$ cat src/rtl/direction_input.sv
// Pushbutton front end: turns four bouncing direction buttons into
// one-cycle move pulses.
// Each button has a 2-flop synchronizer and a debounce counter. A small FSM
// collects presses for a short window, so diagonals come out as one move. It
// fires once, then waits for every button to be released before it arms again.
// There is no valid/ready handshake here. The consumer samples n/s/e/w every
// cycle, and each move appears as exactly one high cycle.
module direction_input #(
  parameter int DEBOUNCE_CYCLES = 16,
  parameter int CHORD_CYCLES    = 8
) (
  input  logic       clk,
  input  logic       reset,
  input  logic       btn_n,
  input  logic       btn_s,
  input  logic       btn_e,
  input  logic       btn_w,
  output logic       n,
  output logic       s,
  output logic       e,
  output logic       w,
  output logic       busy,
  output logic [1:0] fsm_state
);

  localparam int CW = $clog2(DEBOUNCE_CYCLES) + 1;
  localparam int TW = $clog2(CHORD_CYCLES) + 1;
  localparam logic [CW-1:0] DB_LAST = CW'(DEBOUNCE_CYCLES - 1);
  localparam logic [TW-1:0] T_LAST  = TW'(CHORD_CYCLES - 1);

  typedef enum logic [1:0] {
    IDLE    = 2'd0,
    COLLECT = 2'd1,
    FIRE    = 2'd2,
    RELEASE = 2'd3
  } state_t;

  // Bit order everywhere: {n, s, e, w}
  logic [3:0]    raw;
  logic [3:0]    sync1, sync2, deb;
  logic [CW-1:0] cnt [4];

  state_t        state, state_d;
  logic [3:0]    mask, mask_d;
  logic [TW-1:0] timer, timer_d;
  logic [3:0]    dir_q;

  assign raw       = {btn_n, btn_s, btn_e, btn_w};
  assign fsm_state = state;
  assign {n, s, e, w} = dir_q;

  // Two-flop synchronizers; the only consumers of the raw button pins
  always_ff @(posedge clk) begin
    if (reset) begin
      sync1 <= '0;
      sync2 <= '0;
    end else begin
      sync1 <= raw;
      sync2 <= sync1;
    end
  end

  // Debounce: a level must disagree for DEBOUNCE_CYCLES straight cycles to win
  always_ff @(posedge clk) begin
    if (reset) begin
      deb <= '0;
      for (int i = 0; i < 4; i++) cnt[i] <= '0;
    end else begin
      for (int i = 0; i < 4; i++) begin
        if (sync2[i] == deb[i]) begin
          cnt[i] <= '0;
        end else if (cnt[i] == DB_LAST) begin
          deb[i] <= sync2[i];
          cnt[i] <= '0;
        end else begin
          cnt[i] <= cnt[i] + 1'b1;
        end
      end
    end
  end

  // Next-state logic: collect window, single fire, then wait for full release
  always_comb begin
    state_d = state;
    mask_d  = mask;
    timer_d = timer;
    case (state)
      IDLE: begin
        if (|deb) begin
          state_d = COLLECT;
          mask_d  = deb;
          timer_d = '0;
        end
      end
      COLLECT: begin
        mask_d = mask | deb;
        if (timer == T_LAST) begin
          state_d = FIRE;
        end else begin
          timer_d = timer + 1'b1;
        end
      end
      FIRE: begin
        state_d = RELEASE;
      end
      RELEASE: begin
        if (deb == 4'b0000) state_d = IDLE;
      end
      default: begin
        state_d = IDLE;
      end
    endcase
  end

  // State, chord mask and registered outputs. The pulse is loaded on the edge
  // that enters FIRE, so it is high for exactly the FIRE cycle.
  always_ff @(posedge clk) begin
    if (reset) begin
      state <= IDLE;
      mask  <= '0;
      timer <= '0;
      dir_q <= '0;
      busy  <= 1'b0;
    end else begin
      state <= state_d;
      mask  <= mask_d;
      timer <= timer_d;
      dir_q <= (state_d == FIRE) ? mask_d : 4'b0000;
      busy  <= (state_d != IDLE);
    end
  end

endmodule

$ cat config.mk
export PLATFORM = sky130hd
export DESIGN_NAME = direction_input
export DESIGN_NICKNAME = d
export VERILOG_FILES = /design/src/rtl/direction_input.sv
export SDC_FILE = /design/constraint.sdc
export NUM_CORES = 1
export LEC_CHECK = 0
export ABC_AREA = 0
export CORE_UTILIZATION = 40
export DETAILED_ROUTE_END_ITERATION = 10
export PLACE_DENSITY = 0.64
export SLEW_MARGIN = 10
export SYNTH_ARGS = -nofsm -noshare
export SYNTH_HDL_FRONTEND = slang
export SYNTH_SLANG_ARGS = --single-unit
$ cat constraint.sdc
create_clock -name clk -period 2.17 [get_ports clk]
set_clock_uncertainty 0.15 [all_clocks]
set_input_delay 0.3255 -clock clk [delete_from_list [all_inputs] [get_ports clk]]
set_output_delay 0.3255 -clock clk [all_outputs]
set_load 0.01 [all_outputs]
==> results.md <==
- Final GP Congestion: 0.773
- DR vias/cell: 4.77
- DRC: 0
- Final nets: 223
- CP top delay family: simple AND/OR/NAND/NOR gates
- Critical Path Most Common Cell: ha_1
- Io pins: 13
- Final WL: 2950 um
- First-pass GRT wire length: 5160 um
- CTS Buffer Depth: 2
- Postcts setup bufs: 0
- ANT cells: 0
- P&R area growth vs syn: 18.1%
- Gate power share: 4.0%
- Post-synth top flop: dfxtp_1
- Wire per inst: 11.3 um
- Die area: 5140 um^2
- CP required: 2.17 ns
- Buffers on Ports: 12
- Internal power: 0.00123 W
- Final hold viol count: 0
- Post-synthesis cell type count: 30
- Sequential share of power: 61.7%
- Period Utilization, post-route: 88.7%
- Initial antenna violation count: 0
- Arr. time, crit path: 1.93 ns
- # resized after CTS: 0
- Max cap viols: 0
- Largest cells by area after synthesis: edfxtp_1 31%, dfxtp_1 28%, ha_1 5.8%, nor2_1 5.0%, xnor2_1 3.6%
- Worst stage delay on the critical path: 0.43 ns
- Core ar.: 4500 um^2
- Vias in the first global route: 1,300
- Seq/Total Area, Yosys: 58.8%
- Max Fanout on Critical Path: 5
- Slew Limit Fails: 0
- Clock power share: 34.3%
- Worst-Skew Late Latency: 0.30 ns
- Die X: 71.7 um
- GRT overflow: 0
- Total clock buffers created by CTS: 5
- Slowest-stage cell, CP: or3_1
- Net Sw Frac: 20.6%
- Drt first pass iters: 4
- CP startpoint kind: register
- Yosys top cell area share: 30.9%
- Crit path buffers/inverters: 0
- Setup crit end kind: register
- Via count: 1,245
- TNS Setup: 0 ns
- Worst-path clk slew: 0.09 ns
- P per Cell Area: 676 nW/um^2
- Largest net degree at the start of global routing: 15
- H-tree depth: 2
- DPL Wire Length: 2190 um
- RSZ-0062 raised after global routing: false
- Synth Cell Area: 1940 um^2
- Fmax: 0.520 GHz
- Row cnt: 24
- Hold crit path type: register to register
- Measured slew at the worst slew-check pin: 0.496 ns
- Syn avg cell area: 11.4 um^2
- #FFs+latches synth: 47
- Antenna-violating nets left: 0
- Placed cell areas: 2200 um^2
- Leakage: 0.890 nW
- Total GRT Usage: 13.3%
- Total net switching power: 0.000319 W
- Synth area leader: edfxtp_1
- Sink Count: 47
- Worst setup path category: register to register
- Min cycle time layout: 1.92 ns
- Crit path cell chain: ha_1 > and3_1 > ha_1 > or3_1 > nor2_1
- Worst ir drop on vdd: 0.322 mV
- Status: complete, no violations
- Die Height: 71.7 um
- Number of enable-type register cells in the synthesized netlist: 20
- Iteration-0 DRC Markers: 11
- Relative slew slack: 66.7%
- Cells after Synth: 171
- R2R setup slack: 0.25 ns
- Synthesis Warnings: 0
- CTS Root Cell: clkbuf_8
- Initial cell density of the core: 43.1%
- Final Cell Area: 2290 um^2
- Async S/R FF share, synth: 0%
- Share of cells above drive strength 1: 6.22%
- CTS tree: yes
- Endpoints failing setup: 0
- Number of hold buffers added after CTS: 0
-- cell type report --
type	count	area, um^2
fillers	432	2210
flip-flops and latches	47	1140
multi-input cells	132	831
repair buffers	14	135
clock buffers	7	86.3
well taps	52	65.1
inverters	8	30.0
clock inverters	1	5.00
-- power by group through the flow --
stage	Clock (W)	Combinational [W]	Sequential, W
2_1_floorplan	0	0.0000416	0.000974
3_3_place_gp	0	0.0000593	0.000977
3_5_place_dp	0	0.0000616	0.000979
4_1_cts	0.000553	0.0000618	0.000958
5_1_grt	0.000587	0.0000712	0.000961
6_report	0.000532	0.0000617	0.000958
-- metal layers --
layer	GRT usage [%]	share of wire, %	routed length, um	vias up
li1	-	-	-	643
met1	13.3	45	1340	581
met2	23.7	49	1430	13
met3	3.52	2.9	85	8
met4	10.0	3.0	88	0
met5	0	0	0	-
-- placed cells by master, fill, tap and decap left out, drive strengths merged, types with 4 or more instances in the layout --
cell           synthesis  routed
edfxtp                20      20
nor2                  26      26
xnor2                  8       8
and3                   4       4
a21oi                 11      11
clkbuf                 3       7
clkdlybuf4s50          0      12
nand3                  5       5
o21ai                  5       5
or3                    6       6
mux2i                  5       5
nor2b                  9       9
xor2                   4       4
nand2b                 7       7
ha                     9       9
inv                    8       8
dfxtp                 27      27
conb                   1      20
-- state kept, by name, indices dropped and copies added, names as in the netlist --
| register | cells |
|---|---|
| busy | 1 |
| cnt | 20 |
| deb | 4 |
| dir_q | 4 |
| fsm_state | 2 |
| mask | 4 |
| sync1 | 4 |
| sync2 | 4 |
| timer | 4 |
-- stage by stage --
stage / util (%) / total power, W / setup WS, ns / hold slack (ns) / cells
detailed placement: 48.9 / 0.00104 / 0.256 / 0.288 / 253
global placement: 48.9 / 0.00104 / 0.300 / 0.276 / 253
finish: 50.9 / 0.00155 / 0.246 / 0.291 / 261
CTS: 50.9 / 0.00157 / 0.233 / 0.302 / 261
global route: 50.9 / 0.00162 / 0.156 / 0.309 / 261
floorplan: - / 0.00102 / 0.379 / 0.253 / 190
-- worst paths after layout --
path | start | depth (start not counted) | end
hold / removal | sync1[1] | 1 | sync2[1]
hold reg to reg | sync1[1] | 1 | sync2[1]
setup / recovery | cnt[3][0] | 5 | cnt[3][3]
setup reg to reg | cnt[3][0] | 5 | cnt[3][3]
-- cells in the mapped netlist (all sizes together) (5+ instances only) --
cell type,n
inv,8
xnor2,8
mux2i,5
a21oi,11
ha,9
or3,6
nand2b,7
nor2b,9
edfxtp,20
dfxtp,27
o21ai,5
nor2,26
nand3,5
-- worst register-to-register path: stages, from the launching register on --
cell      delay [ns]
edfxtp_1        0.42
ha_1            0.24
and3_1          0.18
ha_1            0.20
or3_1           0.43
nor2_1          0.15
-- kinds of logic (layout without fill, tap and decap cells) --
logic type / after synthesis / count (layout) / synth area share (%)
AO/OA/AOI/OAI: 22 / 22 / 6.64
XOR/XNOR: 12 / 12 / 5.41
flip-flops: 47 / 47 / 58.8
multiplexers: 5 / 5 / 2.58
AND/OR/NAND/NOR: 64 / 64 / 18.5
adder cells (fa/ha/maj): 9 / 9 / 5.80
buffers and inverters: 11 / 30 / 2.13
other: 1 / 20 / 0.193
No activity file was read; power rests on OpenSTA's default activity.
